[config.mk]
export PLATFORM = sky130hd
export DESIGN_NAME = ps2_scancode_rx_flat
export DESIGN_NICKNAME = d
export VERILOG_FILES = /design/src/rtl/ps2_pkg.sv /design/src/rtl/ps2_scancode_rx_if.sv /design/src/rtl/ps2_frame_rx.sv /design/src/rtl/ps2_scancode_rx.sv /design/src/flat_wrapper.sv
export SDC_FILE = /design/constraint.sdc
export NUM_CORES = 1
export LEC_CHECK = 0
export CAP_MARGIN = 30
export CORE_UTILIZATION = 45
export DETAILED_ROUTE_END_ITERATION = 10
export GPL_ROUTABILITY_DRIVEN = 0
export GPL_TIMING_DRIVEN = 0
export PLACE_DENSITY = 0.71
export SLEW_MARGIN = 10
export SYNTH_ARGS = -nofsm -noshare
export SYNTH_HDL_FRONTEND = slang
export SYNTH_SLANG_ARGS = --single-unit
[constraint.sdc]
create_clock -name clk -period 2.2 [get_ports clk]
set_clock_uncertainty 0.1 [all_clocks]
set_input_delay 0.44 -clock clk [delete_from_list [all_inputs] [get_ports clk]]
set_output_delay 0.44 -clock clk [all_outputs]
set_load 0.01 [all_outputs]
[src/rtl/ps2_pkg.sv]
// ps2_pkg: shared scan-code constants, frame length and FSM state types for the PS/2 receiver.
package ps2_pkg;
    localparam int FRAME_BITS = 11;
    localparam logic [7:0] SC_EXT       = 8'hE0;
    localparam logic [7:0] SC_BREAK     = 8'hF0;
    localparam logic [7:0] SC_ENTER     = 8'h5A;
    localparam logic [7:0] SC_BACKSLASH = 8'h5D;
    typedef enum logic [1:0] {F_IDLE, F_DATA, F_PARITY, F_STOP} frame_state_t;
    typedef enum logic [1:0] {D_NORMAL, D_EXT, D_BREAK, D_EXT_BREAK} dec_state_t;
endpackage

[src/rtl/ps2_scancode_rx_if.sv]
// ps2_scancode_rx_if: scan-code bus from the PS/2 front end to the game controller.
interface ps2_scancode_rx_if;
    logic [7:0] scancode;
    logic       code_valid;
    logic       key_released;
    logic       extended;
    logic       frame_err;
    modport master (output scancode, code_valid, key_released, extended, frame_err);
    modport slave  (input  scancode, code_valid, key_released, extended, frame_err);
endinterface

[src/rtl/ps2_frame_rx.sv]
// ps2_frame_rx: PS/2 line sync, clock de-glitch, 11-bit frame deserialiser with timeout.
// Odd-parity checking is enabled by defining PS2_PARITY_CHECK_EN.
module ps2_frame_rx
    import ps2_pkg::*;
#(
    parameter int SYNC_STAGES    = 2,
    parameter int FILTER_LEN     = 8,
    parameter int TIMEOUT_CYCLES = 200000
) (
    input  logic       clk,
    input  logic       rst_n,
    input  logic       PS2Clk,
    input  logic       PS2Data,
    output logic       byte_valid,
    output logic [7:0] byte_data,
    output logic       frame_err
);
`ifdef PS2_PARITY_CHECK_EN
    localparam bit CHECK_PAR = 1'b1;
`else
    localparam bit CHECK_PAR = 1'b0;
`endif
    localparam int FW = $clog2(FILTER_LEN + 1);
    localparam int TW = $clog2(TIMEOUT_CYCLES + 1);
    localparam logic [FW-1:0] F_MAX = FW'(FILTER_LEN - 1);
    localparam logic [TW-1:0] T_MAX = TW'(TIMEOUT_CYCLES - 1);

    logic [SYNC_STAGES-1:0] cs, ds;
    logic [FW-1:0] fcnt;
    logic          filt;
    logic          clk_s, data_s, strobe, ok;
    frame_state_t  state;
    logic [2:0]    bit_cnt;
    logic [7:0]    shreg;
    logic          par;
    logic [TW-1:0] tmo;

    assign clk_s  = cs[SYNC_STAGES-1];
    assign data_s = ds[SYNC_STAGES-1];
    // strobe marks the cycle the filtered clock commits a 1->0 change
    assign strobe = filt & ~clk_s & (fcnt == F_MAX);
    assign ok     = data_s & (CHECK_PAR ? ^{shreg, par} : 1'b1);

    always_ff @(posedge clk or negedge rst_n) begin
        if (!rst_n) begin
            cs   <= '1;
            ds   <= '1;
            filt <= 1'b1;
            fcnt <= '0;
        end else begin
            cs <= {cs[SYNC_STAGES-2:0], PS2Clk};
            ds <= {ds[SYNC_STAGES-2:0], PS2Data};
            if (clk_s == filt) begin
                fcnt <= '0;
            end else if (fcnt == F_MAX) begin
                filt <= clk_s;
                fcnt <= '0;
            end else begin
                fcnt <= fcnt + 1'b1;
            end
        end
    end

    always_ff @(posedge clk or negedge rst_n) begin
        if (!rst_n) begin
            state      <= F_IDLE;
            bit_cnt    <= '0;
            shreg      <= '0;
            par        <= 1'b0;
            tmo        <= '0;
            byte_valid <= 1'b0;
            byte_data  <= '0;
            frame_err  <= 1'b0;
        end else begin
            byte_valid <= 1'b0;
            frame_err  <= 1'b0;
            tmo        <= (strobe || state == F_IDLE) ? '0 : tmo + 1'b1;
            if (strobe) begin
                unique case (state)
                    F_IDLE: begin
                        if (data_s) frame_err <= 1'b1;
                        else begin
                            state   <= F_DATA;
                            bit_cnt <= '0;
                        end
                    end
                    F_DATA: begin
                        shreg   <= {data_s, shreg[7:1]};
                        bit_cnt <= bit_cnt + 3'd1;
                        if (bit_cnt == 3'd7) state <= F_PARITY;
                    end
                    F_PARITY: begin
                        par   <= data_s;
                        state <= F_STOP;
                    end
                    F_STOP: begin
                        state <= F_IDLE;
                        if (ok) begin
                            byte_valid <= 1'b1;
                            byte_data  <= shreg;
                        end else begin
                            frame_err <= 1'b1;
                        end
                    end
                endcase
            end else if (state != F_IDLE && tmo == T_MAX) begin
                frame_err <= 1'b1;
                state     <= F_IDLE;
            end
        end
    end
endmodule

[src/rtl/ps2_scancode_rx.sv]
// ps2_scancode_rx: PS/2 keyboard front end holding the current make code until its break arrives.
// Define PS2_PARITY_CHECK_EN to drop frames with bad odd parity.
module ps2_scancode_rx
    import ps2_pkg::*;
#(
    parameter int SYNC_STAGES    = 2,
    parameter int FILTER_LEN     = 8,
    parameter int TIMEOUT_CYCLES = 200000
) (
    input  logic                      clk,
    input  logic                      rst_n,
    input  logic                      PS2Clk,
    input  logic                      PS2Data,
    ps2_scancode_rx_if.master         bus
);
    logic       byte_valid;
    logic [7:0] byte_data;
    logic       frame_err;
    logic [7:0] scancode;
    logic       code_valid, key_released, extended;
    dec_state_t dstate;

    ps2_frame_rx #(
        .SYNC_STAGES   (SYNC_STAGES),
        .FILTER_LEN    (FILTER_LEN),
        .TIMEOUT_CYCLES(TIMEOUT_CYCLES)
    ) u_rx (
        .clk       (clk),
        .rst_n     (rst_n),
        .PS2Clk    (PS2Clk),
        .PS2Data   (PS2Data),
        .byte_valid(byte_valid),
        .byte_data (byte_data),
        .frame_err (frame_err)
    );

    always_ff @(posedge clk or negedge rst_n) begin
        if (!rst_n) begin
            dstate       <= D_NORMAL;
            scancode     <= '0;
            extended     <= 1'b0;
            code_valid   <= 1'b0;
            key_released <= 1'b0;
        end else begin
            code_valid   <= 1'b0;
            key_released <= 1'b0;
            if (byte_valid) begin
                unique case (dstate)
                    D_NORMAL: begin
                        if (byte_data == SC_EXT) dstate <= D_EXT;
                        else if (byte_data == SC_BREAK) dstate <= D_BREAK;
                        else begin
                            scancode   <= byte_data;
                            extended   <= 1'b0;
                            code_valid <= 1'b1;
                        end
                    end
                    D_EXT: begin
                        if (byte_data == SC_BREAK) dstate <= D_EXT_BREAK;
                        else begin
                            scancode   <= byte_data;
                            extended   <= 1'b1;
                            code_valid <= 1'b1;
                            dstate     <= D_NORMAL;
                        end
                    end
                    D_BREAK, D_EXT_BREAK: begin
                        // releasing an older key must not clear a newer held one
                        key_released <= 1'b1;
                        dstate       <= D_NORMAL;
                        if (byte_data == scancode) begin
                            scancode <= '0;
                            extended <= 1'b0;
                        end
                    end
                endcase
            end
        end
    end

    assign bus.scancode     = scancode;
    assign bus.code_valid   = code_valid;
    assign bus.key_released = key_released;
    assign bus.extended     = extended;
    assign bus.frame_err    = frame_err;
endmodule
[src/flat_wrapper.sv]
// flat-port wrapper written by rule: the top's interface ports become plain ports
module ps2_scancode_rx_flat import ps2_pkg::*;
#(
    parameter int SYNC_STAGES    = 2,
    parameter int FILTER_LEN     = 8,
    parameter int TIMEOUT_CYCLES = 200000
)
  (clk, rst_n, PS2Clk, PS2Data, bus_scancode, bus_code_valid, bus_key_released, bus_extended, bus_frame_err);
  ps2_scancode_rx_if bus_i ();
  input  logic clk;
  input  logic rst_n;
  input  logic PS2Clk;
  input  logic PS2Data;
  output wire logic [$bits(bus_i.scancode)-1:0] bus_scancode;
  output wire logic [$bits(bus_i.code_valid)-1:0] bus_code_valid;
  output wire logic [$bits(bus_i.key_released)-1:0] bus_key_released;
  output wire logic [$bits(bus_i.extended)-1:0] bus_extended;
  output wire logic [$bits(bus_i.frame_err)-1:0] bus_frame_err;
  assign bus_scancode = bus_i.scancode;
  assign bus_code_valid = bus_i.code_valid;
  assign bus_key_released = bus_i.key_released;
  assign bus_extended = bus_i.extended;
  assign bus_frame_err = bus_i.frame_err;
  ps2_scancode_rx #(.SYNC_STAGES(SYNC_STAGES), .FILTER_LEN(FILTER_LEN), .TIMEOUT_CYCLES(TIMEOUT_CYCLES)) u_core (.clk(clk), .rst_n(rst_n), .PS2Clk(PS2Clk), .PS2Data(PS2Data), .bus(bus_i));
endmodule
# == Word level (Yosys, flattened, before mapping) ==
# Index checks and enable logic that the tools add are counted.
# totals
regBits,63
in_bits,4
output_inout_bits,12
word_cells,96
# classes
add_sub_neg,3
eq_ne,21
muxes,36
bitwise_logic,4
reduce_logical,16
# ops
operator,count
$mux W8,3
$pmux W8 S3,1
$add A18 B1 Y18 const B,1
$eq A18 B18 Y1 const B,1
$mux W18,1
$eq A8 B8 Y1 const B,2
$mux W1,15
$mux W2,7
$reduce_and A3 Y1,4
$eq A2 B2 Y1 const B,4
$eq A8 B8 Y1,1
$mux W4,2
$ne A2 B2 Y1 const B,4
$pmux W2 S4,1
$ne A3 B3 Y1 const B,2
$pmux W2 S3,1
$pmux W3 S2,1
$reduce_and A2 Y1,3
$reduce_bool A2 Y1,3
$reduce_and A5 Y1,1
$add A4 B1 Y4 const B,1
$eq A2 B1 Y1 const B,2
$eq A4 B3 Y1 const B,1
$logic_not A2 Y1,2
13 further kinds,16

# == Depth between registers and ports, before layout ==
# Gate-level depths: netlist (run 1).
# logic_depth
word_depth,5
mapped_depth,8
depth_no_buf,7

# == Hierarchy ==
# Synthesis (run 1) repeated with hierarchy kept, for this count alone.
# unflattened
hier_cells,258
hier_area_um2,2902.8
# modules_own_cells
module,instances,cells_per_inst,area_per_inst_um2
ps2_frame_rx,1,191,2238.4
ps2_scancode_rx,1,67,664.4

# == Least setup slack after synthesis (run 1) ==
# Ideal clock, no wire load.
# synth_path
path_kind,register to register
start,reg u_core.u_rx.cs[1]
end,reg u_core.u_rx.state[0]
setup_ns,0.129
t_arrival_ns,1.779
required_time_ns,1.971
slack_ns,0.193
stages_incl_launch_ff,9
n_path_buf,1
period_less_slack_ns,2.007
path_cell_list,dfstp_2 inv_1 ha_1 nand4b_1 nand2b_1 clkbuf_1 or4_4 nand3_1 o21ai_1
# synth_between
elab_chain_len,5
elab_cells_between_ends,8
# synth_lines
item,line_no,source
"start, declared",ps2_frame_rx.sv:28,"logic [SYNC_STAGES-1:0] cs, ds;"
"start signal, assigned",ps2_frame_rx.sv:51,"cs <= {cs[SYNC_STAGES-2:0], PS2Clk};"
$not A1 Y1 (*),ps2_frame_rx.sv:41,assign strobe = filt & ~clk_s & (fcnt == F_MAX);
$and A1 B1 Y1 (*) (2 in series),ps2_frame_rx.sv:41,
$ne A3 B3 Y1 (no line) or $reduce_bool A2 Y1 (tied branches),-,
$reduce_and A3 Y1 (no line),-,
"end signal, assigned",ps2_frame_rx.sv:66,state <= F_IDLE;
"end signal, assigned",ps2_frame_rx.sv:83,state <= F_DATA;
"end signal, assigned",ps2_frame_rx.sv:90,if (bit_cnt == 3'd7) state <= F_PARITY;
"end, declared",ps2_frame_rx.sv:32,frame_state_t state;
# Every way passes the cells marked *; elsewhere a longest branch is shown, timed or not.
# A chain may end at the register's enable or synchronous reset.

# == Final worst setup path (run 1) ==
# layout_path
start,reg u_core.u_rx.cs[1]
end,reg u_core.u_rx.state[1]
# The elaborated chain is that of the path after synthesis.

==> run_summary.xml, run 1 <==
<?xml version="1.0" encoding="UTF-8"?>
<metrics>
  <group name="routing">
    <metric name="num_vias" unit="">1817</metric>
    <metric name="drt-total-wl" unit="mm">4.257</metric>
    <metric name="post_drt_via_cell_ratio" unit="">5.282</metric>
    <metric name="route.antenna.remaining_nets" unit="">0</metric>
    <metric name="drc_marker_count_from_the_first_detailed_route_iteration" unit="">57</metric>
    <metric name="post_drt_wl_per_cell" unit="um">12.38</metric>
    <metric name="firstDrtPassIters" unit="">6</metric>
    <metric name="drt_drc_violations_left" unit="">0</metric>
  </group>
  <group name="pwr">
    <metric name="design_power_total" unit="uW">2157</metric>
    <metric name="max-vdd-ir-drop" unit="mV">0.4626</metric>
    <metric name="standby_leakage_power" unit="uW">0.001462</metric>
    <metric name="powerDensity" unit="nW/um^2">668.6</metric>
  </group>
  <group name="global_routing">
    <metric name="first_global_vias" unit="">1704</metric>
    <metric name="global_route.usage.total" unit="%">15.59</metric>
    <metric name="grt_pass1_wl" unit="mm">7.583</metric>
    <metric name="grt.overflow.total" unit="">0</metric>
    <metric name="grt_max_degree" unit="">64</metric>
    <metric name="grt_antenna_before_repair" unit="">0</metric>
  </group>
  <group name="sta">
    <metric name="drv_slew" unit="">0</metric>
    <metric name="maxSlewHeadroom" unit="%">49.41</metric>
    <metric name="setup_repair_after_global_routing_missed_its_margin" unit="">false</metric>
    <metric name="worst_slew_pin_slew" unit="ns">0.7588</metric>
    <metric name="setup_viol" unit="">0</metric>
    <metric name="setup_total_negative_slack" unit="ns">0</metric>
    <metric name="achievable_freq" unit="GHz">0.4882</metric>
    <metric name="time_the_final_worst_path_needs_with_i_o_delays_and_setup" unit="ns">2.049</metric>
    <metric name="final.period_utilization" unit="%">93.12</metric>
    <metric name="final_report_hold_violation_count" unit="">0</metric>
  </group>
  <group name="synthesis">
    <metric name="syn-instance-count" unit="">239</metric>
    <metric name="synth_edf_count" unit="">0</metric>
    <metric name="synth_flop_cell" unit="">dfrtp_1</metric>
    <metric name="ys_seq_area_share" unit="%">56.32</metric>
    <metric name="postSynth.asyncResetShare" unit="%">100.0</metric>
    <metric name="yosys_warnings" unit="">0</metric>
    <metric name="yosysUniqueCellTypes" unit="">40</metric>
    <metric name="synthesis.area_per_instance" unit="um^2">11.76</metric>
    <metric name="mappedNetlistArea" unit="um^2">2810</metric>
    <metric name="synthesis.nets" unit="">253</metric>
    <metric name="register_bit_total_from_synthesis" unit="">63</metric>
  </group>
  <group name="floorplanning">
    <metric name="num_rows" unit="">28</metric>
    <metric name="chipHeight" unit="um">81.03</metric>
    <metric name="die_width" unit="um">81.03</metric>
    <metric name="floorplan.core_area" unit="um^2">5956</metric>
    <metric name="initial_core_utilization" unit="%">47.18</metric>
    <metric name="design.portCount" unit="">16</metric>
    <metric name="die_outline_area" unit="um^2">6565</metric>
  </group>
  <group name="clocking">
    <metric name="cts-root-buf" unit="">clkbuf_8</metric>
    <metric name="clkSlewWorstSetupHoldPaths" unit="ns">0.07</metric>
    <metric name="cts_num_sinks" unit="">63</metric>
    <metric name="max-clock-path-buffers" unit="">2</metric>
    <metric name="tritoncts_clock_tree" unit="">built</metric>
    <metric name="cts_made_buffers" unit="">9</metric>
    <metric name="htree_levels" unit="">3</metric>
    <metric name="post_cts_repair_setup_buffers" unit="">0</metric>
    <metric name="insertion_delay" unit="ns">0.34</metric>
  </group>
  <group name="cells_and_area">
    <metric name="layout.cells.most_common" unit="">dfrtp_1</metric>
    <metric name="insertedDiodeCount" unit="">0</metric>
    <metric name="end_of_flow_core_utilization" unit="%">54.16</metric>
    <metric name="num-nets-final" unit="">278</metric>
    <metric name="final_cell_mix" unit="">dfrtp_1 (58), nor2_1 (20), clkdlybuf4s50_1 (14)</metric>
    <metric name="nFillCells" unit="">536</metric>
    <metric name="syn2layout_area_growth" unit="%">14.78</metric>
    <metric name="fraction_of_final_layout_cells_with_drive_strength_greater_than_1" unit="%">11.52</metric>
  </group>
  <group name="setup_path">
    <metric name="rr_endpoint" unit="">u_core.u_rx.state[1]</metric>
    <metric name="timing.critical_path.fanout_max" unit="">10</metric>
    <metric name="cp_data_required_time" unit="ns">2.31</metric>
    <metric name="critical_path.endpoint" unit="">u_core.u_rx.state[1]</metric>
    <metric name="r2r-start" unit="">u_core.u_rx.cs[1]</metric>
    <metric name="crit_path_max_incr_delay" unit="ns">0.59</metric>
    <metric name="cpMaxStageDelayCell" unit="">or4_4</metric>
    <metric name="setup.worst_path.end_class" unit="">flip-flop</metric>
    <metric name="critPathLaunchType" unit="">flip-flop</metric>
    <metric name="crit_path_start" unit="">u_core.u_rx.cs[1]</metric>
    <metric name="critPathArrivalTime" unit="ns">2.16</metric>
    <metric name="critical_path_class" unit="">flip-flop to flip-flop</metric>
    <metric name="path_cells" unit="">inv_1, ha_1, nand4b_1, nand2b_2, or4_4, nand3_1, o21ai_1</metric>
    <metric name="worst_reg2reg_path_length_in_cells" unit="">7</metric>
    <metric name="timing.reg2reg.setup_slack" unit="ns">0.15</metric>
  </group>
  <group name="min_path">
    <metric name="hold_wc_path_type" unit="">input pin to asynchronous set/reset pin</metric>
  </group>
  <group name="placed_design">
    <metric name="hpwlAfterDp" unit="mm">2.881</metric>
    <metric name="buffer_ports.inserted" unit="">15</metric>
  </group>
  <group name="job">
    <metric name="max-cap-violations" unit="">0</metric>
  </group>
  <group name="outcome">
    <metric name="status" unit="">complete, no violations</metric>
  </group>
</metrics>
## cell type report
cell class / count / area [um^2] / share of cell area [%]
inverter: 9 / 33.78 / 1.047
sequential: 63 / 1583 / 49.07
multi-input combinational: 161 / 1171 / 36.31
clock inverter: 4 / 20.02 / 0.6206
clock buffer: 12 / 155.1 / 4.810
buffer: 5 / 21.27 / 0.6594
timing repair buffer: 15 / 147.6 / 4.577
tap: 75 / 93.84 / 2.909
## sequential cells by signal (all words and copies together), names as in the netlist, 3 cells and up
| register | cells |
|---|---|
| u_core.bus.scancode | 8 |
| u_core.u_rx.tmo | 18 |
| u_core.u_rx.shreg | 8 |
| u_core.u_rx.bit_cnt | 3 |
| u_core.u_rx.fcnt | 4 |
| u_core.u_rx.byte_data | 8 |
## where the power goes
| part | internal, uW | leakage [uW] | switching (uW) |
|---|---|---|---|
| combinational | 30.4 | 0.000506 | 45.5 |
| clock | 462 | 0.0000959 | 410 |
| sequential | 1190 | 0.000861 | 19.2 |
## synth_stat cells, types with 2 or more instances
cell type / instances / area share [%]
and4_1: 4 / 1.2
nor3_1: 3 / 0.53
and3_1: 3 / 0.67
a21oi_1: 7 / 1.2
a22o_1: 8 / 2.5
clkbuf_1: 4 / 0.53
mux2_2: 4 / 1.6
nand3_1: 11 / 2.0
dfstp_2: 5 / 4.7
o21ai_1: 6 / 1.1
xor2_1: 12 / 3.7
nor2b_1: 3 / 0.67
ha_1: 10 / 4.5
nand2_1: 13 / 1.7
nor2_1: 20 / 2.7
buf_2: 2 / 0.36
and2_1: 2 / 0.45
or4_1: 2 / 0.53
or3_1: 2 / 0.45
nand4_1: 5 / 1.1
nor4_1: 2 / 0.45
o21ai_0: 4 / 0.71
dfrtp_1: 58 / 52
mux2_1: 13 / 5.2
nand2b_1: 3 / 0.67
inv_1: 9 / 1.2
xnor2_1: 11 / 3.4
## critical path, delay by kind of cell, from the launching register on
kind	cells	cell delay, ns
simple gates	4	1.01
flops	1	0.52
fa+ha+maj	1	0.20
compound gates	1	0.07
buf+inv	1	0.04
## worst min path at each step
stage / from / end / slack (ns) / cells past startpoint
2_1_floorplan: rst_n / u_core.bus.code_valid / 0.04 / 0
3_3_place_gp: u_core.u_rx.cs[0] / u_core.u_rx.cs[1] / 0.25 / 0
3_5_place_dp: u_core.u_rx.cs[0] / u_core.u_rx.cs[1] / 0.25 / 0
4_1_cts: rst_n / u_core.bus.scancode[7] / 0.1 / 1
5_1_grt: rst_n / u_core.bus.scancode[7] / 0.14 / 1
6_report: rst_n / u_core.bus.key_released / 0.08 / 1
## through the flow
step / hold slack, ns / worst slack, ns / cell area, um^2 / instances
2_1_floorplan: 0.04441 / 0.1925 / 2810 / 239
3_3_place_gp: 0.2463 / -1.382 / 3054 / 329
3_5_place_dp: 0.2476 / 0.01667 / 3052 / 329
4_1_cts: 0.09603 / 0.007216 / 3227 / 345
5_1_grt: 0.1354 / 0.06159 / 3226 / 344
6_report: 0.08138 / 0.1515 / 3226 / 344
## layer usage
layer / vias up / share of wire, % / track usage [%]
li1: 898 / - / -
met1: 888 / 48 / 18.66
met2: 25 / 46 / 24.29
met3: 6 / 4.1 / 7.191
met4: 0 / 1.3 / 6.250
met5: - / 0 / 0
## repair_timing
item / CTS / global route
hold buffers: 0 / 0
resized for setup: 0 / 1
endpoints found under the setup margin: 0 / 8
## logic make-up (layout without fill, tap and decap cells)
kind of cell	count (synthesis)	after routing	share of synthesized area, %
XOR/XNOR	23	23	7.168
adder cells (fa/ha/maj)	10	10	4.452
flip-flops	63	63	56.32
buffers and inverters	15	45	2.092
AO/OA/AOI/OAI	31	31	7.569
AND/OR/NAND/NOR	79	79	15.23
multiplexers	18	18	7.168
No activity file was read; power rests on OpenSTA's default activity.
==> inputs of run 2 (changes only) <==
--- a/config.mk
+++ b/config.mk
@@ -6,11 +6,11 @@
 export NUM_CORES = 1
 export LEC_CHECK = 0
 export CAP_MARGIN = 30
-export CORE_UTILIZATION = 45
+export CORE_UTILIZATION = 42
 export DETAILED_ROUTE_END_ITERATION = 10
 export GPL_ROUTABILITY_DRIVEN = 0
 export GPL_TIMING_DRIVEN = 0
-export PLACE_DENSITY = 0.71
+export PLACE_DENSITY = 0.68
 export SLEW_MARGIN = 10
 export SYNTH_ARGS = -nofsm -noshare
 export SYNTH_HDL_FRONTEND = slang
==> constraint.sdc (replaced) <==
create_clock -name clk -period 2.2 [get_ports clk]
set_clock_uncertainty 0.1 [all_clocks]
set_input_delay 0.33 -clock clk [delete_from_list [all_inputs] [get_ports clk]]
set_output_delay 0.33 -clock clk [all_outputs]
set_load 0.01 [all_outputs]
==> run_summary.xml, run 2 (same netlist as run 1, synthesis figures left out) <==
<?xml version="1.0" encoding="UTF-8"?>
<metrics>
  <group name="sta">
    <metric name="drv_slew" unit="">0</metric>
    <metric name="maxSlewHeadroom" unit="%">48.87</metric>
    <metric name="worst_slew_pin_slew" unit="ns">0.7670</metric>
    <metric name="final.period_utilization" unit="%">93.52</metric>
    <metric name="setup_viol" unit="">0</metric>
    <metric name="worst_hold_slack" unit="ns">-0.03115</metric>
    <metric name="time_the_final_worst_path_needs_with_i_o_delays_and_setup" unit="ns">2.057</metric>
    <metric name="final_report_hold_violation_count" unit="">32</metric>
    <metric name="achievable_freq" unit="GHz">0.4861</metric>
    <metric name="setup_total_negative_slack" unit="ns">0</metric>
    <metric name="setup_repair_after_global_routing_missed_its_margin" unit="">false</metric>
  </group>
  <group name="routing">
    <metric name="drt_drc_violations_left" unit="">5</metric>
    <metric name="post_drt_wl_per_cell" unit="um">12.99</metric>
    <metric name="firstDrtPassIters" unit="">7</metric>
    <metric name="post_drt_via_cell_ratio" unit="">5.224</metric>
    <metric name="drt-total-wl" unit="mm">4.470</metric>
    <metric name="route.antenna.remaining_nets" unit="">0</metric>
    <metric name="num_vias" unit="">1797</metric>
    <metric name="drc_marker_count_from_the_first_detailed_route_iteration" unit="">52</metric>
  </group>
  <group name="setup_path">
    <metric name="cp_data_required_time" unit="ns">2.30</metric>
    <metric name="setup.worst_path.end_class" unit="">flip-flop</metric>
    <metric name="critPathLaunchType" unit="">flip-flop</metric>
    <metric name="critPathArrivalTime" unit="ns">2.16</metric>
    <metric name="timing.critical_path.fanout_max" unit="">10</metric>
    <metric name="critical_path_class" unit="">flip-flop to flip-flop</metric>
  </group>
  <group name="global_routing">
    <metric name="grt_antenna_before_repair" unit="">0</metric>
    <metric name="first_global_vias" unit="">1855</metric>
    <metric name="global_route.usage.total" unit="%">14.45</metric>
    <metric name="grt.overflow.total" unit="">0</metric>
    <metric name="grt_max_degree" unit="">64</metric>
    <metric name="grt_pass1_wl" unit="mm">8.052</metric>
  </group>
  <group name="cells_and_area">
    <metric name="largest-register" unit="">u_core.u_rx.tmo</metric>
    <metric name="largest_register_ffs" unit="">18</metric>
    <metric name="fraction_of_final_layout_cells_with_drive_strength_greater_than_1" unit="%">10.49</metric>
    <metric name="nFillCells" unit="">605</metric>
    <metric name="num-nets-final" unit="">278</metric>
    <metric name="stdcell_area" unit="um^2">3217</metric>
    <metric name="final_cell_mix" unit="">dfrtp_1 (58), nor2_1 (20), clkdlybuf4s50_1 (14)</metric>
    <metric name="layout.cells.most_common" unit="">dfrtp_1</metric>
    <metric name="number_of_standard_cells_in_the_final_layout_excluding_fillers" unit="">344</metric>
    <metric name="multi_input_logic_area" unit="um^2">1171</metric>
    <metric name="insertedDiodeCount" unit="">0</metric>
    <metric name="seqCellArea" unit="um^2">1583</metric>
    <metric name="syn2layout_area_growth" unit="%">14.47</metric>
  </group>
  <group name="floorplanning">
    <metric name="die_outline_area" unit="um^2">7022</metric>
    <metric name="design.portCount" unit="">16</metric>
    <metric name="num_rows" unit="">29</metric>
    <metric name="die_width" unit="um">83.80</metric>
    <metric name="initial_core_utilization" unit="%">43.76</metric>
    <metric name="chipHeight" unit="um">83.80</metric>
    <metric name="floorplan.core_area" unit="um^2">6422</metric>
  </group>
  <group name="placed_design">
    <metric name="hpwlAfterDp" unit="mm">3.060</metric>
    <metric name="place_area" unit="um^2">3054</metric>
    <metric name="buffer_ports.inserted" unit="">15</metric>
    <metric name="place_inst" unit="">331</metric>
  </group>
  <group name="clocking">
    <metric name="cts-root-buf" unit="">clkbuf_8</metric>
    <metric name="htree_levels" unit="">3</metric>
    <metric name="max-clock-path-buffers" unit="">2</metric>
    <metric name="cts_num_sinks" unit="">63</metric>
    <metric name="post_cts_repair_setup_buffers" unit="">0</metric>
    <metric name="tritoncts_clock_tree" unit="">built</metric>
    <metric name="insertion_delay" unit="ns">0.33</metric>
    <metric name="cts_made_buffers" unit="">9</metric>
    <metric name="clkSlewWorstSetupHoldPaths" unit="ns">0.06</metric>
  </group>
  <group name="outcome">
    <metric name="status" unit="">complete, but fails checks</metric>
    <metric name="violated_checks" unit="">design-rule violations, negative hold slack</metric>
  </group>
  <group name="pwr">
    <metric name="design_power_total" unit="uW">2129</metric>
    <metric name="standby_leakage_power" unit="uW">0.001452</metric>
    <metric name="max-vdd-ir-drop" unit="mV">0.3536</metric>
    <metric name="powerDensity" unit="nW/um^2">661.9</metric>
  </group>
  <group name="min_path">
    <metric name="hold_wc_path_type" unit="">input pin to asynchronous set/reset pin</metric>
  </group>
  <group name="job">
    <metric name="max-cap-violations" unit="">0</metric>
  </group>
</metrics>
==> run 2: critical path, stage by stage (launching register included) <==
cell and delay [ns]:
dfstp_2 0.52, inv_1 0.04, ha_1 0.19, nand4b_1 0.15, nand2b_2 0.18, or4_4 0.59
nand3_1 0.10, o21ai_1 0.07
==> run 2: path summary, 6_finish.rpt <==
| check | from | to | slack (ns) | depth (start not counted) |
|---|---|---|---|---|
| min reg2reg | u_core.u_rx.ds[0] | u_core.u_rx.ds[1] | 0.26 | 0 |
| max reg2reg | u_core.u_rx.cs[1] | u_core.u_rx.state[1] | 0.14 | 7 |
| min in group clk | u_core.u_rx.ds[0] | u_core.u_rx.ds[1] | 0.26 | 0 |
| max | u_core.u_rx.cs[1] | u_core.u_rx.state[1] | 0.14 | 7 |
| min | rst_n | u_core.bus.extended | -0.03 | 1 |
| max in group asynchronous | rst_n | u_core.u_rx.shreg[0] | 1.52 | 1 |
==> run 2: area by class of cell <==
class	instances	area share, %
Clock inverter	1	0.1556
Timing Repair Buffer	15	4.590
Multi-Input combinational cell	161	36.41
Inverter	9	1.050
Buffer	5	0.6612
Clock buffer	13	4.940
Tap cell	77	2.995
Sequential cell	63	49.20
==> run 2: repair_timing <==
item                                    4_1_cts  5_1_grt
pin swaps                                     0        0
hold buffers                                  0        0
endpoints found under the setup margin        1        2
resized for setup                             0        1
==> run 2: power breakdown <==
part	leakage (uW)	total, uW	switching (uW)	internal [uW]
clock	0.0000854	844	388	457
combinational	0.000506	76.3	45.7	30.7
sequential	0.000861	1210	19.1	1190
==> run 2: metrics by stage <==
| step | utilization (%) | setup slack, ns |
|---|---|---|
| global placement | 47.59 | -1.301 |
| global route | 50.09 | 0.007075 |
| detailed placement | 47.56 | 0.005591 |
| CTS | 50.05 | 0.01646 |
| finish | 50.09 | 0.1426 |
| floorplan | - | 0.1925 |
==> run 2: metal layers <==
metal	GRT usage, %	up-vias	wire length (um)
li1	-	885	-
met1	16.94	879	2028
met2	24.29	29	2215
met3	5.638	4	183
met4	4.702	0	42
met5	0	-	0
==> inputs of run 3 (changes only) <==
==> constraint.sdc (replaced) <==
create_clock -name clk -period 2.2 [get_ports clk]
set_clock_uncertainty 0.1 [all_clocks]
set_input_delay 0.33 -clock clk [delete_from_list [all_inputs] [get_ports clk]]
set_output_delay 0.33 -clock clk [all_outputs]
set_load 0.02 [all_outputs]
==> results of run 3 <==
The final DEF is identical to that of run 2. Status: complete, but fails checks: design-rule violations, negative hold slack.
